File: config.mk
export PLATFORM = sky130hd
export DESIGN_NAME = red_seq_unit
export DESIGN_NICKNAME = d
export VERILOG_FILES = /design/src/rtl/red_seq_unit.sv
export SDC_FILE = /design/constraint.sdc
export NUM_CORES = 1
export LEC_CHECK = 0
export ABC_AREA = 1
export BUFFER_PORTS_ARGS = -buffer_cell sky130_fd_sc_hd__buf_2
export CAP_MARGIN = 15
export CORE_MARGIN = 1.5
export CORE_UTILIZATION = 40
export CTS_BUF_LIST = sky130_fd_sc_hd__clkbuf_16
export DETAILED_ROUTE_END_ITERATION = 12
export GPL_ROUTABILITY_DRIVEN = 0
export PLACE_DENSITY = 0.58
export SYNTH_ARGS = -nofsm -noshare
export SYNTH_HDL_FRONTEND = slang
export SYNTH_SLANG_ARGS = --single-unit
File: constraint.sdc
create_clock -name clk -period 6.5 [get_ports clk]
set_input_delay 0.325 -clock clk [delete_from_list [all_inputs] [get_ports clk]]
set_output_delay 0.325 -clock clk [all_outputs]
set_load 0.05 [all_outputs]
File: src/rtl/red_seq_unit.sv
// Multi-cycle nibble reduction for the Execute stage: sums the eight signed
// 4-bit nibbles of rs and rt, one nibble pair per clock, with start/busy/done.
//
//   state | meaning
//   IDLE  | waiting for start; result holds last committed sum
//   ACC   | accumulating one nibble pair per edge (busy=1)
//   DONE  | result just committed; done=1 for this one cycle
module red_seq_unit #(
    parameter int WIDTH = 16,
    parameter int NIB   = 4
) (
    input  logic             clk,
    input  logic             rst_n,
    input  logic             start,
    input  logic             flush,
    input  logic [WIDTH-1:0] rs,
    input  logic [WIDTH-1:0] rt,
    output logic             busy,
    output logic             done,
    output logic [WIDTH-1:0] result
);

    // Eight nibbles in -8..+7 sum to -64..+56, which fits 7 signed bits.
    localparam int ACC_W = 7;

    typedef enum logic [1:0] {
        IDLE = 2'b00,
        ACC  = 2'b01,
        DONE = 2'b10
    } state_t;

    state_t             state_q, state_d;
    logic [WIDTH-1:0]   rs_q, rs_d;
    logic [WIDTH-1:0]   rt_q, rt_d;
    logic [ACC_W-1:0]   acc_q, acc_d;
    logic [1:0]         cnt_q, cnt_d;
    logic [WIDTH-1:0]   result_q, result_d;

    logic [NIB-1:0]     nib_a;
    logic [NIB-1:0]     nib_b;
    logic [ACC_W-1:0]   pair_sum;

    always_comb begin
        nib_a = '0;
        nib_b = '0;
        case (cnt_q)
            2'd0: begin
                nib_a = rs_q[NIB-1:0];
                nib_b = rt_q[NIB-1:0];
            end
            2'd1: begin
                nib_a = rs_q[2*NIB-1:NIB];
                nib_b = rt_q[2*NIB-1:NIB];
            end
            2'd2: begin
                nib_a = rs_q[3*NIB-1:2*NIB];
                nib_b = rt_q[3*NIB-1:2*NIB];
            end
            default: begin
                nib_a = rs_q[4*NIB-1:3*NIB];
                nib_b = rt_q[4*NIB-1:3*NIB];
            end
        endcase
        pair_sum = {{(ACC_W-NIB){nib_a[NIB-1]}}, nib_a}
                 + {{(ACC_W-NIB){nib_b[NIB-1]}}, nib_b};
    end

    always_comb begin
        state_d  = state_q;
        rs_d     = rs_q;
        rt_d     = rt_q;
        acc_d    = acc_q;
        cnt_d    = cnt_q;
        result_d = result_q;

        if (flush) begin
            // Squash wins over start and completion; result is left untouched.
            state_d = IDLE;
            acc_d   = '0;
            cnt_d   = '0;
        end else begin
            case (state_q)
                IDLE: begin
                    if (start) begin
                        rs_d    = rs;
                        rt_d    = rt;
                        acc_d   = '0;
                        cnt_d   = '0;
                        state_d = ACC;
                    end
                end
                ACC: begin
                    acc_d = acc_q + pair_sum;
                    cnt_d = cnt_q + 2'd1;
                    if (cnt_q == 2'd3) begin
                        result_d = {{(WIDTH-ACC_W){acc_d[ACC_W-1]}}, acc_d};
                        state_d  = DONE;
                    end
                end
                DONE: begin
                    if (start) begin
                        rs_d    = rs;
                        rt_d    = rt;
                        acc_d   = '0;
                        cnt_d   = '0;
                        state_d = ACC;
                    end else begin
                        state_d = IDLE;
                    end
                end
                default: state_d = IDLE;
            endcase
        end
    end

    always_ff @(posedge clk or negedge rst_n) begin
        if (!rst_n) begin
            state_q  <= IDLE;
            rs_q     <= '0;
            rt_q     <= '0;
            acc_q    <= '0;
            cnt_q    <= '0;
            result_q <= '0;
        end else begin
            state_q  <= state_d;
            rs_q     <= rs_d;
            rt_q     <= rt_d;
            acc_q    <= acc_d;
            cnt_q    <= cnt_d;
            result_q <= result_d;
        end
    end

    // Status decodes straight from state so reset clears them without a clock.
    assign busy   = (state_q == ACC);
    assign done   = (state_q == DONE);
    assign result = result_q;

endmodule
### After elaboration in Yosys (flattened, before gate mapping)

Index checks and enable logic that the tools add are counted.

| word-level totals | value |
|---|---|
| bits in registers | 50 |
| bits in latches | 0 |
| bits in writable memories | 0 |
| bits in read-only memories | 0 |
| input bits | 36 |
| output and inout bits | 18 |
| logic and storage cells | 39 |
| memories | 0 |

| cells by class | value |
|---|---|
| add/subtract/negate cells | 3 |
| multiply operators | 0 |
| divide/modulo/power cells | 0 |
| magnitude comparators | 0 |
| equality and inequality tests | 8 |
| shifts and indexed selects | 0 |
| multiplexer cells | 13 |
| bitwise operators | 1 |
| reductions and logical operators | 8 |

Operators by type and width:

| kind | number |
|---|---|
| 4-bit case mux with 3 select lines | 2 |
| 7-bit two-way mux | 2 |
| 7-bit case mux with 2 select lines | 1 |
| 2-bit two-way mux | 5 |
| 7-bit adder | 1 |
| 2-bit == test, second input constant | 3 |
| 2-bit case mux with 3 select lines | 1 |
| 3-bit AND reduction | 2 |
| 4-bit by 4-bit adder with 5-bit output | 1 |
| 2-bit by 1-bit == test with 1-bit output, second input constant | 2 |
| 2-bit logical NOT | 2 |
| 2-bit case mux with 2 select lines | 1 |
| 2-bit AND reduction | 2 |
| 3-bit by 1-bit inequality test with 1-bit output, second input constant | 1 |
| 3-bit by 2-bit inequality test with 1-bit output, second input constant | 1 |
| 3-bit inequality test, second input constant | 1 |
| 3-bit nonzero test | 1 |
| 2-bit by 1-bit adder with 2-bit output, second input constant | 1 |
| 2-bit OR reduction | 1 |
| 1-bit two-way mux | 1 |
| 1-bit inverter | 1 |

### Longest topological paths before layout

Gate-level depths: netlist of run 1.

| depth | value |
|---|---|
| word-level depth | 6 |
| depth in mapped cells | 19 |
| depth with buffers taken out | 18 |

### Worst setup path after synthesis of run 1

OpenSTA, ideal clock, no wires.

| path | value |
|---|---|
| path kind | flip-flop to flip-flop |
| start | register cnt_q[0] |
| end | register result_q[6] (netlist: result[6]) |
| setup time | 0.119 ns |
| data arrival time | 2.669 ns |
| required time | 6.381 ns |
| setup slack | 3.713 ns |
| stages on the path, launching flop included | 20 |
| buffers on the path | 1 |
| period minus slack after synthesis | 2.787 ns |
| cell sequence | dfrtp_1 > inv_1 > ha_1 > clkbuf_1 > a21oi_1 > a31oi_1 > ha_1 > fa_1 > nand2_1 > nand3_1 > nand2_1 > ha_1 > nand2_1 > inv_1 > nand2_1 > nand2_1 > nor2_1 > nand3_1 > nand3_1 > nand2_1 |

| on the way | value |
|---|---|
| cells in the longest elaborated chain, start to end | 4 |
| elaborated cells between the ends (all ways) | 9 |
| classes of those cells | add/sub: 2; eq/ne: 3; mux: 2; reduce/logical: 2 |

Ends and longest elaborated chain:

| item | RTL line | source |
|---|---|---|
| start, declared | 36 | `logic [1:0] cnt_q, cnt_d;` |
| start signal, assigned | 129 | `cnt_q <= cnt_d;` |
| 2-bit == test, or another cell as far along | 46 | `case (cnt_q)` |
| 4-bit case mux with 3 select lines | 46 |  |
| 4-bit by 4-bit adder with 5-bit output | 65 | `+ {{(ACC_W-NIB){nib_b[NIB-1]}}, nib_b};` |
| 7-bit adder | 93 | `acc_d = acc_q + pair_sum;` |
| end signal, assigned | 130 | `result_q <= result_d;` |
| end, declared | 37 | `logic [WIDTH-1:0] result_q, result_d;` |

Several ways; a longest one is shown, not always the timed one.
A chain may end at the register's enable or synchronous reset.

### Final worst setup path of run 1

Same ends and word-level chain as after synthesis.

==> impl_summary.txt, run 1 <==
----------------------------------------------------
[Outcome]
  Result of the run ... finished with violations
  Violated checks ... DRC

[Synth]
  Flop and latch count out of synthesis ... 50
  Sequential element share of the synthesized area ... 0.459
  Share of the synthesized area in the top cell type ... 0.459
  Syn. warnings ... 0
  Complex-gate fraction of the synthesized area ... 0.0707
  Post-synthesis share of cell area spent on full adders, half adders and majority gates ... 0.0790
  Biggest area consumer among synthesized cells ... sky130_fd_sc_hd__dfrtp_1
  Number of library cell types mapped by synthesis ... 31
  Mapped Area ... 2730 um^2
  Number of instances in the synthesized netlist ... 267
  Net count after synthesis ... 319
  Simple-gate share of the synthesized area ... 0.150
  Multiplexer fraction of the synthesized cell area ... 0.145
  Synth Area per Inst ... 10.2 um^2
  Combinational family with the most area after synthesis ... simple AND/OR/NAND/NOR gates
  Cell types occupying the most area after synthesis ... sky130_fd_sc_hd__dfrtp_1, sky130_fd_sc_hd__mux2_2, sky130_fd_sc_hd__nand2_1, sky130_fd_sc_hd__ha_1, sky130_fd_sc_hd__mux2_4
  Fraction of synthesized cell area in xor and xnor cells ... 0.0161

[Global routing]
  Global-route layer with the greatest usage ... met2
  First-pass GRT wire length ... 8580 um
  Antenna violations before repair ... 0
  M2 GR Usage ... 0.239
  Met3 Resource Use GR ... 0.0375
  Pin count of the biggest net entering global routing ... 51
  Global router's overall resource usage ... 0.148
  Number of global-route vias before repair ... 1,863
  Met1 global-route usage ... 0.200
  Overflow left after global routing ... 0

[Setup path]
  Slowest library cell on the worst path ... sky130_fd_sc_hd__dfrtp_1
  Worst stage delay on the critical path ... 400 ps
  Worst setup path category ... reg2reg
  Worst reg2reg path startpoint ... cnt_q[0]$_DFFE_PN0P_
  Launching element type of the critical path ... register
  Crit path cell chain ... ha_1 > inv_2 > nor2_1 > a31oi_1 > ha_1 > fa_1 > nand2_1 > nand3_1 > nand2_1 > ha_1 > nand2_1 > inv_1 > nand2_1 > nand2_1 > nor2_1 > nand3_1 > nand3_1 > nand2_1
  Most frequent CP cell ... sky130_fd_sc_hd__nand2_1
  Required @ worst endpoint ... 6680 ps
  Data arrival time of the critical path ... 3290 ps
  Critical Path Sink Type ... register
  Start point of the critical path ... cnt_q[0]$_DFFE_PN0P_
  Peak fanout along the critical path ... 10

[Placement]
  Port Buffers ... 53
  Detailed placement HPWL ... 3770 um
  Placed inst area ... 2970 um^2

[Clocking]
  Post-cts hold buffer count ... 0
  H-tree depth ... 2
  Clock Tree Buf Depth ... 2
  TritonCTS clock tree ... yes
  Reg clk slew, reported paths ... 70 ps
  TritonCTS Sinks ... 50
  CTS Buf Count ... 5
  Post-cts sizing count ... 0
  Cell chosen for the clock root ... sky130_fd_sc_hd__clkbuf_16
  Number of buffers inserted by post-CTS setup repair ... 0
  Clk Latency, worst-skew pair ... 290 ps

[Layout]
  Most frequent standard cell in the layout excluding fill and tap cells ... sky130_fd_sc_hd__nand2_1
  Inserted Diodes ... 0
  Fill cell total of the finished layout ... 610
  Cell area after layout ... 3130 um^2
  P&R area growth vs syn ... 14.8%
  Seq. cell area ... 1250 um^2
  Number of nets in the final layout ... 363
  Proportion of layout cells with a drive suffix above 1 ... 0.331
  Footprint of the multi-input gates ... 1250 um^2
  Commonest cells after routing, fill and taps aside ... sky130_fd_sc_hd__nand2_1, sky130_fd_sc_hd__buf_2, sky130_fd_sc_hd__dfrtp_1

[Drt]
  WL/cell ... 13.1 um
  Number of nets with antenna violations after routing ... 0
  DR vias ... 1,901
  Number of remaining DRC errors ... 6
  Vias per cell ... 4.90
  Detailed-routing iteration count for the pre-antenna-repair pass ... 8
  Total Wirelength ... 5090 um
  DR iter-0 viols ... 85

[Die]
  Height of the die ... 85.5 um
  Placeable core region ... 6460 um^2
  Core Rows ... 29
  Chip width ... 85.5 um
  Initial core utilization ... 0.422
  Total Die Area ... 7320 um^2
  I/O pin cnt ... 54

[Timing]
  Fmax ... 0.322 GHz
  Setup TNS Final ... 0 ps
  Worst slew margin relative to its limit ... 0.456
  Final slew viol count ... 0
  RSZ-0062 raised after global routing ... no
  Setup violation total in the final timing report ... 0
  Transition time at the pin with the least slew margin ... 813 ps
  Clock skew after layout ... 5.93 ps
  Final-layout worst hold slack ... 142 ps
  Number of endpoints with negative hold slack in the final report ... 0
  Minimum clock period ... 3110 ps
  Fraction of the cycle the final worst path needs ... 0.478

[Min path]
  Path class of the lowest-slack min-delay path ... in2async

[Power and ir drop]
  Sum of internal, switching and leakage power ... 0.00111 W
  Pwr per Cell Area ... 354 nW/um^2
  Static Leak ... 1.63 nW
  Max VDD drop ... 0.206 mV

[Job]
  Maxcap violations ... 0

----------------------------------------------------
final cells by class:
cell class              count  area share
multi-input cells         176       0.401
flip-flops and latches     50       0.400
repair buffers             54      0.0872
clock buffers               5      0.0400
well taps                  77      0.0308
inverters                  24      0.0288
clock inverters             2      0.0124
sequential cells by signal (all words and copies together) (netlist names):
name,flops
result,7
rs_q,16
state_q,2
cnt_q,2
acc_q,7
rt_q,16
worst max-delay path, delay by kind of cell (launching register included):
| family | cells | cell delay (ps) |
|---|---|---|
| flip-flops | 1 | 400 |
| adder cells (fa/ha/maj) | 4 | 1300 |
| AND/OR/NAND/NOR | 11 | 990 |
| buffers and inverters | 2 | 230 |
| AO/OA/AOI/OAI | 1 | 60 |
metal layers:
metal | vias up | routed length, um
met2 | 49 | 2350
met4 | 0 | 39
met5 | - | 0
met1 | 880 | 2480
li1 | 968 | -
met3 | 4 | 220
worst paths after layout:
path / slack, ps / end / cells after the start
max: 3390 / result[6]$_DFFE_PN0P_ / 18
min: 140 / result[0]$_DFFE_PN0P_ / 2
max reg2reg: 3390 / result[6]$_DFFE_PN0P_ / 18
min reg2reg: 470 / result[2]$_DFFE_PN0P_ / 2
max in group asynchronous: 5920 / acc_q[6]$_DFFE_PN0P_ / 2
min in group clk: 250 / rs_q[15]$_DFFE_PN0P_ / 2
power breakdown:
group	internal, W	leakage, nW	switching (W)	total (W)
sequential	0.000372	0.623	0.0000399	0.000412
combinational	0.000176	0.926	0.000231	0.000407
clock	0.000180	0.0799	0.000110	0.000290
through the flow:
| stage | utilization | setup slack (ps) | std cells |
|---|---|---|---|
| floorplan | - | 3710 | 267 |
| global placement | 0.459 | 3480 | 381 |
| detailed placement | 0.459 | 3410 | 381 |
| CTS | 0.485 | 3390 | 388 |
| global route | 0.485 | 3070 | 388 |
| finish | 0.485 | 3390 | 388 |
cells in the mapped netlist, drive strengths merged:
| cell type | n |
|---|---|
| inv | 24 |
| a31oi | 8 |
| xor2 | 2 |
| a22o | 1 |
| o22ai | 1 |
| ha | 14 |
| a21oi | 10 |
| xnor2 | 3 |
| nand4 | 2 |
| mux2 | 32 |
| buf | 14 |
| nor2 | 16 |
| nand3 | 18 |
| fa | 2 |
| o21ai | 11 |
| clkbuf | 3 |
| dfrtp | 50 |
| nand2 | 56 |
kinds of logic (layout without fill, tap and decap cells):
kind of cell	count (synthesis)	count (layout)
AOI/OAI and AO/OA	31	31
adders and majority gates	16	16
and+or+nand+nor	92	92
DFF	50	50
buffers and inverters	41	85
xor gates and xnor gates	5	5
muxes	32	32
(Power assumes the default switching activity.)
==> inputs of run 2 (changes only) <==
Clock period 6.5 ns to 2.87 ns, I/O delays scaled along.
==> run 2 against run 1 <==
Against the previous run: the run still ends with DRC left; power increased to 2.7 times the previous value; clock skew increased by 1.1 ps; non-clock buffer count increased by 21; first-iteration DRC count decreased by 22%; final area increased by 15%; sequential share of layout area decreased by 5.1 points; sequential cell count unchanged; critical path type unchanged; largest power group is now combinational cells.
==> impl_summary.txt, run 2 (same netlist as run 1, synthesis figures left out) <==
----------------------------------------------------
[Setup path]
  Most frequent CP cell ... sky130_fd_sc_hd__nand2_1
  Setup slack, reg-to-reg ... 70 ps (-3320 ps)
  Crit path buf inv count ... 1 (-1)
  Worst setup path category ... reg2reg
  Peak fanout along the critical path ... 8 (-2)
  Launching element type of the critical path ... register
  Worst stage delay on the critical path ... 450 ps (+50 ps)
  Cell class contributing the biggest share of worst-path delay ... adder cells
  Data arrival time of the critical path ... 2970 ps (-320 ps)
  Critical Path Sink Type ... register
  Slowest library cell on the worst path ... sky130_fd_sc_hd__dfrtp_2
  Required @ worst endpoint ... 3050 ps (-3630 ps)
  Crit path cell chain ... buf_4 > ha_4 > nand2_1 > a31oi_2 > ha_2 > fa_2 > xor2_1 > ha_2 > nand2_2 > nor2_2 > nand2_1 > nand3_1 > nand3_2 > nand3_1 > nand2_1

[Layout]
  Commonest cells after routing, fill and taps aside ... sky130_fd_sc_hd__buf_2, sky130_fd_sc_hd__nand2_1, sky130_fd_sc_hd__dfrtp_1
  Number of nets in the final layout ... 384 (+5.8%)
  Inserted Diodes ... 0 (unchanged)
  Fill cell total of the finished layout ... 569 (-6.7%)
  Proportion of layout cells with a drive suffix above 1 ... 0.505 (+0.173)
  Final non-filler cell total ... 410 (+5.7%)
  Cell area after layout ... 3600 um^2 (+15%)
  Seq. cell area ... 1250 um^2 (+0.20%)
  P&R area growth vs syn ... 32.0%
  Footprint of the multi-input gates ... 1540 um^2 (+22%)
  Most frequent standard cell in the layout excluding fill and tap cells ... sky130_fd_sc_hd__buf_2
  Leading registers by flop count ... rs_q: 16 flops, rt_q: 16 flops

[Min path]
  Path class of the lowest-slack min-delay path ... in2reg

[Drt]
  Detailed-routing iteration count for the pre-antenna-repair pass ... 8 (unchanged)
  WL/cell ... 14.1 um (+7.6%)
  DR vias ... 2,046 (+7.6%)
  Number of nets with antenna violations after routing ... 0 (unchanged)
  Total Wirelength ... 5790 um (+14%)
  DR iter-0 viols ... 66 (-22%)
  Number of remaining DRC errors ... 6 (unchanged)
  Vias per cell ... 4.99 (+1.9%)

[Global routing]
  Met1 global-route usage ... 0.218 (+0.0176)
  M2 GR Usage ... 0.264 (+0.0251)
  Pin count of the biggest net entering global routing ... 34 (-33%)
  Overflow left after global routing ... 0 (unchanged)
  Global-route layer with the greatest usage ... met2
  Met3 Resource Use GR ... 0.0318 (-0.00577)
  Global router's overall resource usage ... 0.162 (+0.0144)
  Antenna violations before repair ... 0 (unchanged)
  First-pass GRT wire length ... 9280 um (+8.1%)
  Number of global-route vias before repair ... 1,995 (+7.1%)

[Placement]
  Placement Setup Slack ... -128 ps (-3530 ps)
  Placed inst area ... 3060 um^2 (+3.0%)
  Port Buffers ... 53 (unchanged)
  Cell total after placement ... 393 (+3.1%)
  Detailed placement HPWL ... 3990 um (+5.9%)

[Power and ir drop]
  Static Leak ... 1.76 nW (+8.0%)
  Pwr per Cell Area ... 846 nW/um^2 (+140%)
  Max VDD drop ... 0.341 mV (+66%)
  Sum of internal, switching and leakage power ... 0.00304 W (+170%)

[Die]
  I/O pin cnt ... 54 (unchanged)
  Placeable core region ... 6460 um^2 (unchanged)
  Height of the die ... 85.5 um (unchanged)
  Chip width ... 85.5 um (unchanged)
  Initial core utilization ... 0.422 (unchanged)
  Total Die Area ... 7320 um^2 (unchanged)
  Core Rows ... 29 (unchanged)

[Timing]
  Setup WS post-layout ... 72.2 ps (-3320 ps)
  Worst slew margin relative to its limit ... 0.453 (-0.00263)
  Setup TNS Final ... 0 ps (unchanged)
  Fmax ... 0.357 GHz (+11%)
  RSZ-0062 raised after global routing ... yes
  Clock skew after layout ... 7.07 ps (+1.14 ps)
  Transition time at the pin with the least slew margin ... 817 ps (+3.93 ps)
  Fraction of the cycle the final worst path needs ... 0.975 (+0.497)
  Setup violation total in the final timing report ... 0 (unchanged)
  Minimum clock period ... 2800 ps (-311 ps)
  Final slew viol count ... 0 (unchanged)
  Number of endpoints with negative hold slack in the final report ... 0 (unchanged)

[Outcome]
  Result of the run ... finished with violations
  Violated checks ... DRC

[Clocking]
  TritonCTS Sinks ... 50 (unchanged)
  Clk Latency, worst-skew pair ... 290 ps (about the same)
  H-tree depth ... 2 (unchanged)
  Reg clk slew, reported paths ... 70 ps (about the same)
  TritonCTS clock tree ... yes
  CTS Buf Count ... 5 (unchanged)
  Clock Tree Buf Depth ... 2 (unchanged)
  Cell chosen for the clock root ... sky130_fd_sc_hd__clkbuf_16

[Job]
  Maxcap violations ... 0 (unchanged)

----------------------------------------------------
-- run 2: cell types whose count changed in the layout (fill, tap and decap cells not counted), moves of 4 or more --
cell,change
sky130_fd_sc_hd__nand3_1,-5
sky130_fd_sc_hd__a31oi_2,+4
sky130_fd_sc_hd__ha_4,+9
sky130_fd_sc_hd__a31oi_1,-6
sky130_fd_sc_hd__buf_6,+4
sky130_fd_sc_hd__a21oi_2,+5
sky130_fd_sc_hd__ha_1,-11
sky130_fd_sc_hd__nand2_1,-5
sky130_fd_sc_hd__nand2_2,+4
sky130_fd_sc_hd__a21oi_1,-7
sky130_fd_sc_hd__buf_4,+16
sky130_fd_sc_hd__nand3_2,+5
-- run 2: worst paths after layout --
path,startpoint,endpoint,depth (start not counted)
setup / recovery,cnt_q[1]$_DFFE_PN0P_,result[6]$_DFFE_PN0P_,15
max in group asynchronous,rst_n,rt_q[14]$_DFFE_PN0P_,3
min in group asynchronous,rst_n,result[0]$_DFFE_PN0P_,2
hold / removal,rs[15],rs_q[15]$_DFFE_PN0P_,2
setup reg to reg,cnt_q[1]$_DFFE_PN0P_,result[6]$_DFFE_PN0P_,15
hold reg to reg,result[5]$_DFFE_PN0P_,result[5]$_DFFE_PN0P_,2
-- run 2: timing repair --
item / CTS / global route
endpoints found under the setup margin: 7 / 10
resized for setup: 15 / 45
hold buffers: 1 / 0
endpoints found under the hold margin: 32 / 0
cloned: 0 / 0
pin swaps: 2 / 26
buffers inserted: 3 / 5
-- run 2: metal layers --
metal | vias to the layer above | part of all wire
li1 | 1010 | -
met1 | 974 | 0.46
met2 | 56 | 0.48
met3 | 6 | 0.041
met4 | 0 | 0.0090
met5 | - | 0
-- run 2: where the power goes --
group	internal (W)	switching, W	leakage [nW]	total, W
Clock	0.000408	0.000252	0.0812	0.000660
Combinational	0.000738	0.000699	1.06	0.00144
Sequential	0.000842	0.000104	0.620	0.000946
Total	0.00199	0.00106	1.76	0.00304
-- run 2: cell type report --
type                       instances  share of cell area
multi-input combinational        176               0.427
sequential                        50               0.349
timing repair buffer              75               0.125
clock buffer                       5              0.0348
inverter                          24              0.0264
clock inverter                     3              0.0115
tap                               77              0.0268
-- run 2: worst reg2reg max path: stages, from the launching register on --
cell	delay [ps]
sky130_fd_sc_hd__dfrtp_2	450
sky130_fd_sc_hd__buf_4	160
sky130_fd_sc_hd__ha_4	180
sky130_fd_sc_hd__nand2_1	100
sky130_fd_sc_hd__a31oi_2	100
sky130_fd_sc_hd__ha_2	220
sky130_fd_sc_hd__fa_2	350
sky130_fd_sc_hd__xor2_1	180
sky130_fd_sc_hd__ha_2	390
sky130_fd_sc_hd__nand2_2	70
sky130_fd_sc_hd__nor2_2	120
sky130_fd_sc_hd__nand2_1	80
sky130_fd_sc_hd__nand3_1	90
sky130_fd_sc_hd__nand3_2	90
sky130_fd_sc_hd__nand3_1	90
sky130_fd_sc_hd__nand2_1	50
-- run 2: metrics by stage --
step	util	hold WS, ps
final	0.557	63.4
after global routing	0.557	72.6
after CTS	0.514	59.1
after floorplan	-	-152
after global placement	0.473	255
after detailed placement	0.473	254
==> inputs of run 3 (changes only) <==
Settings changed: ABC_AREA 1 to not set, PLACE_DENSITY 0.58 to 0.7.
==> run 3 against run 2 <==
Against the previous run: the run ends with DRC, setup timing left; power down 7.7%; clock skew up 1.7 ps; global-route usage down 0.78 points; via count down 13%; hold slack worse by 7.1 ps; synthesized cell count down 19%; worst setup slack worse by 430 ps; fmax down 13%; combinational power down 9.7%; register-to-register slack worse by 430 ps; final cell count down 13%; largest power group unchanged.
==> impl_summary.txt, run 3 <==
----------------------------------------------------
[Outcome]
  Result of the run ... finished with violations
  Violated checks ... DRC, setup timing

[Drt]
  DR vias ... 1,783 (-13%)
  Number of remaining DRC errors ... 1 (-5)
  DR iter-0 viols ... 97 (+47%)
  Number of nets with antenna violations after routing ... 0 (unchanged)
  Vias per cell ... 5.01 (+0.36%)
  Total Wirelength ... 5300 um (-8.5%)
  WL/cell ... 14.9 um (+5.4%)
  Detailed-routing iteration count for the pre-antenna-repair pass ... 8 (unchanged)

[Die]
  Core Rows ... 29 (unchanged)
  Placeable core region ... 6460 um^2 (unchanged)
  Total Die Area ... 7270 um^2 (-0.58%)
  I/O pin cnt ... 54 (unchanged)
  Height of the die ... 85.3 um (-0.29%)
  Chip width ... 85.3 um (-0.29%)
  Initial core utilization ... 0.419 (-0.00252)

[Power and ir drop]
  Static Leak ... 1.65 nW (-6.1%)
  Max VDD drop ... 0.406 mV (+19%)
  Sum of internal, switching and leakage power ... 0.00281 W (-7.7%)
  Pwr per Cell Area ... 833 nW/um^2 (-1.5%)

[Global routing]
  Global router's overall resource usage ... 0.154 (-0.00776)
  First-pass GRT wire length ... 8840 um (-4.8%)
  Pin count of the biggest net entering global routing ... 51 (+50%)
  Number of global-route vias before repair ... 1,887 (-5.4%)
  Antenna violations before repair ... 0 (unchanged)
  Overflow left after global routing ... 0 (unchanged)

[Timing]
  Clock skew after layout ... 8.74 ps (+1.68 ps)
  Fmax ... 0.310 GHz (-13%)
  RSZ-0062 raised after global routing ... yes
  Transition time at the pin with the least slew margin ... 533 ps (-284 ps)
  Setup violation total in the final timing report ... 10 (+10)
  Number of endpoints with negative hold slack in the final report ... 0 (unchanged)
  Fraction of the cycle the final worst path needs ... 1.12 (+0.148)
  Worst slew margin relative to its limit ... 0.644 (+0.190)
  Setup WS post-layout ... -353 ps (-425 ps)
  Minimum clock period ... 3220 ps (+425 ps)
  Final slew viol count ... 0 (unchanged)

[Setup path]
  Worst setup path category ... reg2reg
  Crit path cell chain ... inv_2 > ha_4 > a222oi_1 > mux2i_2 > ha_1 > a21o_1 > a21oi_2 > xnor2_1 > ha_1 > o211ai_1 > a21oi_2 > a211oi_2 > xnor2_1 > mux2_4
  Data arrival time of the critical path ... 3400 ps (+430 ps)
  Worst stage delay on the critical path ... 430 ps (-20 ps)
  Crit path buf inv count ... 1 (unchanged)
  Peak fanout along the critical path ... 7 (-1)
  Critical Path Sink Type ... register
  Launching element type of the critical path ... register
  Required @ worst endpoint ... 3040 ps (about the same)
  Slowest library cell on the worst path ... sky130_fd_sc_hd__dfrtp_1
  Cell class contributing the biggest share of worst-path delay ... compound AO/OA/AOI/OAI gates
  Setup slack, reg-to-reg ... -350 ps (-430 ps)

[Synth]
  Synth Area per Inst ... 12.5 um^2 (+22%)
  Biggest area consumer among synthesized cells ... sky130_fd_sc_hd__dfrtp_1
  Syn. warnings ... 0 (unchanged)
  Share of the synthesized area in the top cell type ... 0.462 (+0.00276)
  Ranking of synthesized cells by instance count ... sky130_fd_sc_hd__dfrtp_1, sky130_fd_sc_hd__mux2_4, sky130_fd_sc_hd__nand2_1
  Flip-flop cell with the highest count after synthesis ... sky130_fd_sc_hd__dfrtp_1
  Most numerous cell in the Yosys netlist ... sky130_fd_sc_hd__dfrtp_1
  Number of instances in the synthesized netlist ... 217 (-19%)
  Flop and latch count out of synthesis ... 50 (unchanged)
  Cell types occupying the most area after synthesis ... sky130_fd_sc_hd__dfrtp_1, sky130_fd_sc_hd__mux2_4, sky130_fd_sc_hd__ha_1, sky130_fd_sc_hd__nand2_1, sky130_fd_sc_hd__a222oi_1
  Mapped Area ... 2710 um^2 (-0.60%)
  Number of enable-type register cells in the synthesized netlist ... 0 (unchanged)
  Net count after synthesis ... 269 (-16%)
  Number of library cell types mapped by synthesis ... 38 (+23%)
  Sequential element share of the synthesized area ... 0.462 (+0.00276)
  Async S/R FF share, synth ... 1.00 (unchanged)

[Layout]
  Commonest cells after routing, fill and taps aside ... sky130_fd_sc_hd__buf_2, sky130_fd_sc_hd__dfrtp_1, sky130_fd_sc_hd__mux2_4
  P&R area growth vs syn ... 24.5%
  Proportion of layout cells with a drive suffix above 1 ... 0.495 (-0.00988)
  Inserted Diodes ... 0 (unchanged)
  Leading registers by flop count ... rs_q: 16 flops, rt_q: 16 flops
  Most frequent standard cell in the layout excluding fill and tap cells ... sky130_fd_sc_hd__buf_2
  Number of nets in the final layout ... 330 (-14%)
  Utilization of the core after routing ... 0.522 (-0.0347)

[Clocking]
  TritonCTS Sinks ... 50 (unchanged)
  Clock Tree Buf Depth ... 2 (unchanged)
  Reg clk slew, reported paths ... 70 ps (about the same)
  H-tree depth ... 2 (unchanged)
  Cell chosen for the clock root ... sky130_fd_sc_hd__clkbuf_16
  Clk Latency, worst-skew pair ... 290 ps (about the same)
  TritonCTS clock tree ... yes
  CTS Buf Count ... 5 (unchanged)

[Placement]
  Port Buffers ... 53 (unchanged)
  Detailed placement HPWL ... 3790 um (-5.2%)

[Min path]
  Path class of the lowest-slack min-delay path ... in2reg

[Job]
  Maxcap violations ... 0 (unchanged)

----------------------------------------------------
## run 3: cell types whose count changed after synthesis, moves of 4 or more
cell,delta
sky130_fd_sc_hd__a21oi_1,-5
sky130_fd_sc_hd__a222oi_1,+8
sky130_fd_sc_hd__a22o_1,+4
sky130_fd_sc_hd__a31oi_1,-8
sky130_fd_sc_hd__inv_1,-8
sky130_fd_sc_hd__mux2_2,-17
sky130_fd_sc_hd__mux2_4,+14
sky130_fd_sc_hd__mux2i_1,+8
sky130_fd_sc_hd__nand2_1,-31
sky130_fd_sc_hd__nand3_1,-18
sky130_fd_sc_hd__nor2_1,-11
sky130_fd_sc_hd__o21ai_0,+9
## run 3: repair_timing
item                                   in CTS  in global routing
hold buffers                                0                  1
pin swaps                                   1                 14
setup buffers                               1                  3
resized for setup                           6                 22
endpoints found under the hold margin       0                 23
setup endpoints to repair                  10                 12
## run 3: layout make-up
cell class / instances / area, um^2
Sequential cell: 50 / 1250
Fill cell: 569 / 3090
Multi-Input combinational cell: 134 / 1370
Clock inverter: 3 / 21.3
Clock buffer: 5 / 125
Timing Repair Buffer: 73 / 454
Inverter: 14 / 52.6
Tap cell: 77 / 96.3
## run 3: cell families after synthesis
group,share of synthesized area
DFF,0.462
buffers and inverters,0.0818
muxes,0.174
adders and majority gates,0.0794
and+or+nand+nor,0.0748
AOI/OAI and AO/OA,0.0998
xor gates and xnor gates,0.0286
## run 3: path summary, 6_finish.rpt
check / start / end / depth (start not counted)
setup / recovery: cnt_q[1]$_DFFE_PN0P_ / result[6]$_DFFE_PN0P_ / 14
hold / removal: rs[12] / rs_q[12]$_DFFE_PN0P_ / 3
setup reg to reg: cnt_q[1]$_DFFE_PN0P_ / result[6]$_DFFE_PN0P_ / 14
hold reg to reg: result[3]$_DFFE_PN0P_ / result[3]$_DFFE_PN0P_ / 2
max in group asynchronous: rst_n / acc_q[4]$_DFFE_PN0P_ / 3
min in group asynchronous: rst_n / rt_q[2]$_DFFE_PN0P_ / 2
## run 3: report_power, final
group	switching, W	internal, W	leakage (nW)
clock	0.000259	0.000323	0.0714
sequential	0.0000888	0.000838	0.628
combinational	0.000588	0.000714	0.952
## run 3: metrics by stage
stage / TNS, ps / instance area (um^2) / instances / hold slack [ps] / worst slack, ps
floorplan: -608 / 2750 / 217 / -152 / -213
global placement: -1650 / 3050 / 343 / 350 / -272
detailed placement: -2270 / 3050 / 343 / 353 / -322
CTS: -2490 / 3240 / 352 / 54.5 / -324
global route: -4030 / 3370 / 356 / 71.4 / -567
finish: -2130 / 3370 / 356 / 56.3 / -353
## run 3: per-layer routing
metal	up-vias	wire, um	GRT usage
met2	33	2690	0.251
met1	873	2340	0.203
met5	-	0	0
met4	0	82	0.0601
li1	870	-	-
met3	7	181	0.0311
## run 3: worst reg2reg max path: cells and delay by family, from the launching register on
kind / cells / cell delay (ps)
AOI/OAI and AO/OA: 6 / 1150
xor gates and xnor gates: 2 / 250
adders and majority gates: 3 / 770
buffers and inverters: 1 / 80
DFF: 1 / 430
muxes: 2 / 430
